File: src/rtl/nn_layer_sequencer.sv
// Layer sequencer for the 3-3-6-4-1 MLP: accepts an input vector, steps the ALU
// through every layer with ReLU + rescale in between, and returns the final neuron.
module nn_layer_sequencer #(
    parameter int NUM_LAYERS    = 4,
    parameter int ELEM_W        = 64,
    parameter int MAX_ELEMS     = 6,
    parameter int FRAC_SHIFT    = 8,
    parameter int SETTLE_CYCLES = 1
) (
    input  logic                          clk,
    input  logic                          rst_n,
    input  logic                          in_valid,
    output logic                          in_ready,
    input  logic [3*ELEM_W-1:0]           in_data,
    output logic [1:0]                    layer_number,
    input  logic [3:0]                    cols,
    output logic                          alu_enable,
    output logic [MAX_ELEMS*ELEM_W-1:0]   alu_operand,
    input  logic [MAX_ELEMS*ELEM_W-1:0]   alu_result,
    output logic                          out_valid,
    input  logic                          out_ready,
    output logic [ELEM_W-1:0]             out_data,
    output logic                          out_class,
    output logic                          busy
);

    localparam int         OP_W        = MAX_ELEMS * ELEM_W;
    localparam logic [1:0] LAST_LAYER  = 2'(NUM_LAYERS - 1);
    localparam logic [3:0] SETTLE_INIT = 4'(SETTLE_CYCLES - 1);

    typedef enum logic [2:0] {
        S_IDLE,
        S_SETTLE,
        S_COMPUTE,
        S_CAPTURE,
        S_DONE
    } state_t;

    state_t            r_state;
    logic [3:0]        r_settle;
    logic [1:0]        r_layer;
    logic [OP_W-1:0]   r_operand;
    logic              r_out_valid;
    logic              r_out_class;
    logic [ELEM_W-1:0] r_out_data;

    logic [OP_W-1:0]   w_in_ext;
    logic [OP_W-1:0]   w_repacked;

    assign w_in_ext = {{(OP_W - 3*ELEM_W){1'b0}}, in_data};

    // Result slot j and next-layer operand slot j share bit positions, so the
    // repack is slot-local: ReLU, rescale, and clear slots beyond cols.
    genvar gi;
    generate
        for (gi = 0; gi < MAX_ELEMS; gi++) begin : g_relu
            localparam logic [3:0] SLOT = 4'(gi);
            logic signed [ELEM_W-1:0] w_elem;
            assign w_elem = alu_result[gi*ELEM_W +: ELEM_W];
            assign w_repacked[gi*ELEM_W +: ELEM_W] =
                (SLOT < cols && !w_elem[ELEM_W-1]) ? ELEM_W'(w_elem >>> FRAC_SHIFT) : '0;
        end
    endgenerate

    always_ff @(posedge clk or negedge rst_n) begin
        if (!rst_n) begin
            r_state     <= S_IDLE;
            r_settle    <= '0;
            r_layer     <= '0;
            r_operand   <= '0;
            r_out_valid <= 1'b0;
            r_out_data  <= '0;
            r_out_class <= 1'b0;
        end else begin
            case (r_state)
                S_IDLE: begin
                    if (in_valid) begin
                        r_operand <= w_in_ext;
                        r_layer   <= '0;
                        r_settle  <= SETTLE_INIT;
                        r_state   <= S_SETTLE;
                    end
                end
                S_SETTLE: begin
                    if (r_settle == 4'd0) begin
                        r_state <= S_COMPUTE;
                    end else begin
                        r_settle <= r_settle - 4'd1;
                    end
                end
                S_COMPUTE: begin
                    r_state <= S_CAPTURE;
                end
                S_CAPTURE: begin
                    if (r_layer == LAST_LAYER) begin
                        r_out_data  <= alu_result[ELEM_W-1:0];
                        r_out_class <= !alu_result[ELEM_W-1] && (alu_result[ELEM_W-1:0] != '0);
                        r_out_valid <= 1'b1;
                        r_state     <= S_DONE;
                    end else begin
                        r_operand <= w_repacked;
                        r_layer   <= r_layer + 2'd1;
                        r_settle  <= SETTLE_INIT;
                        r_state   <= S_SETTLE;
                    end
                end
                S_DONE: begin
                    if (out_ready) begin
                        r_out_valid <= 1'b0;
                        r_state     <= S_IDLE;
                    end
                end
                default: r_state <= S_IDLE;
            endcase
        end
    end

    assign in_ready     = (r_state == S_IDLE);
    assign busy         = (r_state != S_IDLE);
    assign alu_enable   = (r_state == S_COMPUTE);
    assign layer_number = r_layer;
    assign alu_operand  = r_operand;
    assign out_valid    = r_out_valid;
    assign out_data     = r_out_data;
    assign out_class    = r_out_class;

endmodule

File: config.mk
export PLATFORM = sky130hd
export DESIGN_NAME = nn_layer_sequencer
export DESIGN_NICKNAME = d
export VERILOG_FILES = /design/src/rtl/nn_layer_sequencer.sv
export SDC_FILE = /design/constraint.sdc
export NUM_CORES = 1
export LEC_CHECK = 0
export ABC_CLOCK_PERIOD_IN_PS = 4180
export CORE_AREA = 2 2 406 408
export CTS_CLUSTER_SIZE = 8
export DETAILED_ROUTE_END_ITERATION = 16
export DIE_AREA = 0 0 408 410
export PLACE_DENSITY = 0.3
export SETUP_SLACK_MARGIN = 0.1
export SYNTH_ARGS = -nofsm -noshare
export SYNTH_HDL_FRONTEND = slang
export SYNTH_SLANG_ARGS = --single-unit
File: constraint.sdc
create_clock -name clk -period 4.18 [get_ports clk]
set_clock_uncertainty 0.2 [all_clocks]
set_input_delay 1.254 -clock clk [delete_from_list [all_inputs] [get_ports clk]]
set_output_delay 1.254 -clock clk [all_outputs]
set_load 0.01 [all_outputs]
; Word level (Yosys, flattened, before mapping)
; Index checks and enable logic that the tools add are counted.
[totals]
ff_bits = 459
inputBits = 584
output_inout_bits = 455
[classes]
n_addsub = 2
magnitude_cmp = 6
n_eq_ne = 11
muxes = 24
n_reduce_logical = 25
[op_table]
columns = cell, count
row1 = two-way mux 384 bit, 2
row2 = case mux 384 bit (2 select lines), 1
row3 = two-way mux 64 bit, 6
row4 = nonzero test 64 bit, 1
row5 = case mux 3 bit (5 select lines), 1
row6 = two-way mux 3 bit, 4
row7 = two-way mux 4 bit, 3
row8 = "inequality test 2 bit, second input constant", 6
row9 = case mux 4 bit (3 select lines), 1
row10 = AND reduction 3 bit, 3
row11 = "< comparator 1 x 4 -> 1 bit, first input constant", 2
row12 = "< comparator 2 x 4 -> 1 bit, first input constant", 2
row13 = "< comparator 3 x 4 -> 1 bit, first input constant", 2
row14 = logical AND 1 bit, 7
row15 = "== test 3 x 2 -> 1 bit, second input constant", 2
row16 = logical NOT 1 bit, 6
row17 = nonzero test 3 bit, 2
row18 = logical NOT 4 bit, 1
row19 = two-way mux 2 bit, 2
row20 = case mux 2 bit (2 select lines), 1
row21 = AND reduction 4 bit, 1
row22 = nonzero test 2 bit, 2
row23 = "subtractor 4 x 1 -> 4 bit, second input constant", 1
row24 = "== test 3 x 1 -> 1 bit, second input constant", 1
row25 = other kinds (7), 8

; Longest topological paths before layout
; Gate-level depths: netlist of run 1.
[depth]
ltp_word = 5
mapped_depth = 9

; Least setup slack after synthesis of run 1
; Ideal clock, no wire load.
[synth_timing]
kind = in2reg
from = in in_valid
to = reg r_operand[366], in the netlist alu_operand[366]
t_arrival_ns = 2.464
path_slack_ns = 1.395
cell_stages = 6
path_buffers = 3
path_cell_list = or3b_1 -> a21o_1 -> buf_6 -> buf_2 -> buf_4 -> a22o_1
[synth_via]
elab_chain_cells = 2
[synth_rtl]
columns = element, line_no
row1 = "start, declared", 12  ; input logic in_valid,
row2 = inequality test 2 bit (no line), -
row3 = AND reduction 3 bit (no line), -
row4 = "end signal, assigned", 78  ; r_operand <= w_in_ext;
row5 = "end signal, assigned", 101  ; r_operand <= w_repacked;
row6 = "end, declared", 42  ; logic [OP_W-1:0] r_operand;
; No other way between the ends.
; A chain may end at the register's enable or synchronous reset.

; Final worst setup path of run 1
[layout_timing]
from = reg r_state[0]
to = out in_ready
[layout_via]
elab_chain_cells = 1
[layout_rtl]
columns = element, line_no
row1 = "start, declared", 39  ; state_t r_state;
row2 = "start signal, assigned", 67  ; r_state <= S_IDLE;
row3 = "start signal, assigned", 81  ; r_state <= S_SETTLE;
row4 = "start signal, assigned", 86  ; r_state <= S_COMPUTE;
row5 = logical NOT 3 bit, 118  ; assign in_ready = (r_state == S_IDLE);
row6 = "end, declared", 13  ; output logic in_ready,
; No other way between the ends.

==> metrics, run 1 <==
Core Region=0.1635 sq mm; Syn Nets=2178; Worst Reg-to-Reg Cells=5; RSZ-0062 raised after global routing=false; ys async rst share=100.0%; DRC viols=0; grt ovf=0; DP Wirelength=85370 um; worst-margin pin slew=1.113 ns; CP Class=register to output port; routed vias/inst=3.452; worst-path cell chain=nor3_1 -> clkdlybuf4s50_1; cts bufs inserted=69; Most used DFF post-synth=dfrtp_1; post-route cell area=0.03336 sq mm; Cells after Synth=1591; overall global routing resource usage=12.94%; Initial Utilization=a little under an eighth; syn_area_per_cell=11.63 sq um; post-route ant nets=0; total power=around 26000 uW; Initial DRC Count=860; Hold WS=around 0.26 ns; vias in the first global route=17690; crit path DAT=2.41 ns; Crit. End Element=output port; LEAKAGE=0.01333 uW; Slowest-stage cell, CP=clkdlybuf4s50_1; io pins=1039; largest net degree at the start of global routing=123; outcome=complete, no violations; TritonCTS clock tree=yes; first-pass GRT wire length=152500 um; crit start category=register; sequential area share after synthesis=58.83%; crit path max fanout=11; post-synthesis register bit count=roughly 440; Critical Path RT=2.73 ns; FP Rows=149; # setup viols final=0; Fmax=around 260 MHz; # hold bufs at CTS=0; Largest stage delay, worst path=about 0.65 ns; Post-synth EDFFs=0; nets=3179; worst hold path cell count=2; detailed-route wire length per cell=roughly 23 um; max-slew violations=0; Max-cap violations=0; placed instance area=0.03126 sq mm; CTS H-Tree Depth=3; final worst slack=0.3207 ns; PortBufs=998; Cell variety after synth=40; Max IR drop VDD=0.3346 mV; Power Density=765.0 mW/mm^2; clock transition at the registers of the reported paths=0.05 ns; Post-Place Worst Slack=0.3374 ns; die width=408 um; die height=roughly 410 um; Max Buffers Root-to-Sink=3; setup bufs post-CTS=0; Post-Syn Area=0.01850 sq mm; total wire length=111000 um; antenna violations before repair=20; GPL Wtd Cong=0.7795; period utilization=92.33%; Worst slew margin=25.79%; Area Overhead vs Synth=80.28%; die area=0.1673 sq mm; crit path time final=3.859 ns; Yosys warning total=0; CTS Root Cell=clkbuf_16; flop-to-flop setup slack=1.31 ns; Hold Path Class=register to register; layout cells sized above 1=12.77%; Clock Sink Count=435; drt pass-1 iters=6; worst skew pair latency=0.65 ns; via count=16630; setup TNS=0 ns; final hold vios=0; filler cell count=17860
## flip-flops by register name (all words and copies together) (netlist names)
register and flops:
alu_operand 360, layer_number 2, out_class 1, out_data 64, out_valid 1, r_settle 4, r_state 3
## worst max-delay path, delay by kind of cell (launching register included)
| kind | cells | cell delay, ns |
|---|---|---|
| buf+inv | 1 | 0.65 |
| simple gates | 1 | 0.57 |
| flops | 1 | 0.54 |
## metrics by stage
step | std cells | utilization (%)
2_1_floorplan | 1591 | -
3_3_place_gp | 4710 | 19.12
3_5_place_dp | 4710 | 19.12
4_1_cts | 4813 | 20.40
5_1_grt | 4814 | 20.40
6_report | 4816 | 20.40
## synth_stat cells, types with 3 or more instances
cell / n / area, sq um
a21oi_1: 3 / 15.01
a221oi_1: 131 / 1147
a221oi_2: 34 / 510.5
a22o_1: 110 / 963.4
and2_1: 3 / 18.77
buf_2: 67 / 335.3
buf_4: 28 / 210.2
buf_6: 33 / 371.6
clkbuf_1: 27 / 101.4
dfrtp_1: 435 / 10890
ha_1: 3 / 37.54
inv_1: 62 / 232.7
mux2_2: 64 / 720.7
nand2_1: 114 / 427.9
nand3_1: 32 / 160.2
nand4_1: 4 / 25.02
nor2_1: 335 / 1257
nor3_1: 3 / 15.01
nor4_1: 18 / 112.6
o21ai_0: 4 / 20.02
o31ai_1: 8 / 60.06
o31ai_2: 50 / 625.6
xor2_1: 3 / 26.28
## layout make-up
type	instances	area, sq um	area share (%)
Timing Repair Buffer	1086	11010	32.99
Sequential cell	435	10890	32.64
Clock buffer	94	1923	5.765
Inverter	62	232.7	0.6976
Tap cell	2189	2739	8.211
Multi-Input combinational cell	938	6396	19.17
Clock inverter	9	167.7	0.5026
Antenna cell	3	7.507	0.02250
## layer usage
layer  vias to the layer above  track usage (%)  share of wire (%)
met2                       561            23.18                 52
met5                         -                0              0.079
met1                      8260            14.81                 39
met4                        14            3.448                1.9
met3                       122            3.935                6.7
li1                       7668                -                  -
## placed cells by master, fill, tap and decap left out, types with 18 or more instances in the layout
cell type,instances
o31ai_2,50
dfrtp_1,434
nor2_1,335
mux2_2,64
clkbuf_16,71
a221oi_2,34
nor4_1,18
buf_12,28
nand2_1,114
a221oi_1,131
clkdlybuf4s50_1,997
buf_4,60
nand3_1,31
inv_1,62
a22o_1,110
## power breakdown
group	switching [uW]	total, uW	internal, uW
combinational	6570	12600	6010
clock	2300	5620	3320
sequential	1120	7320	6200
## timing repair
| action | 4_1_cts | 5_1_grt |
|---|---|---|
| resized for setup | 0 | 1 |
| setup endpoints to repair | 0 | 1 |
| endpoints found under the hold margin | 0 | 0 |
## worst paths after layout
path / from / endpoint
min: alu_operand[183] / alu_operand[183]
max reg2reg: r_state[0] / alu_operand[72]
min in group asynchronous: rst_n / alu_operand[50]
min reg2reg: alu_operand[183] / alu_operand[183]
max: r_state[0] / in_ready
max in group asynchronous: rst_n / alu_operand[234]
## kinds of logic (layout without fill, tap and decap cells)
logic type	count (synthesis)	count (layout)	synth area share [%]
compound gates	346	346	18.50
simple gates	522	522	11.65
flops	435	435	58.83
mux	64	64	3.895
other cells	0	3	0
buf+inv	218	1251	6.782
fa+ha+maj	3	3	0.2029
xor+xnor	3	3	0.1420
No activity file was read; power rests on OpenSTA's default activity.
==> inputs of run 2 (changes only) <==
--- a/config.mk
+++ b/config.mk
@@ -12,6 +12,7 @@
 export DIE_AREA = 0 0 408 410
 export PLACE_DENSITY = 0.3
 export SETUP_SLACK_MARGIN = 0.1
+export SKIP_CTS_REPAIR_TIMING = 1
 export SYNTH_ARGS = -nofsm -noshare
 export SYNTH_HDL_FRONTEND = slang
 export SYNTH_SLANG_ARGS = --single-unit
==> results of run 2 <==
Final layout, timing and power as in run 1 (identical DEF).
==> inputs of run 3 (changes only) <==
--- a/config.mk
+++ b/config.mk
@@ -13,6 +13,7 @@
 export PLACE_DENSITY = 0.3
 export SETUP_SLACK_MARGIN = 0.1
 export SKIP_CTS_REPAIR_TIMING = 1
+export SLEW_MARGIN = 30
 export SYNTH_ARGS = -nofsm -noshare
 export SYNTH_HDL_FRONTEND = slang
 export SYNTH_SLANG_ARGS = --single-unit
==> results of run 3 <==
Final layout, timing and power as in run 1 (identical DEF).
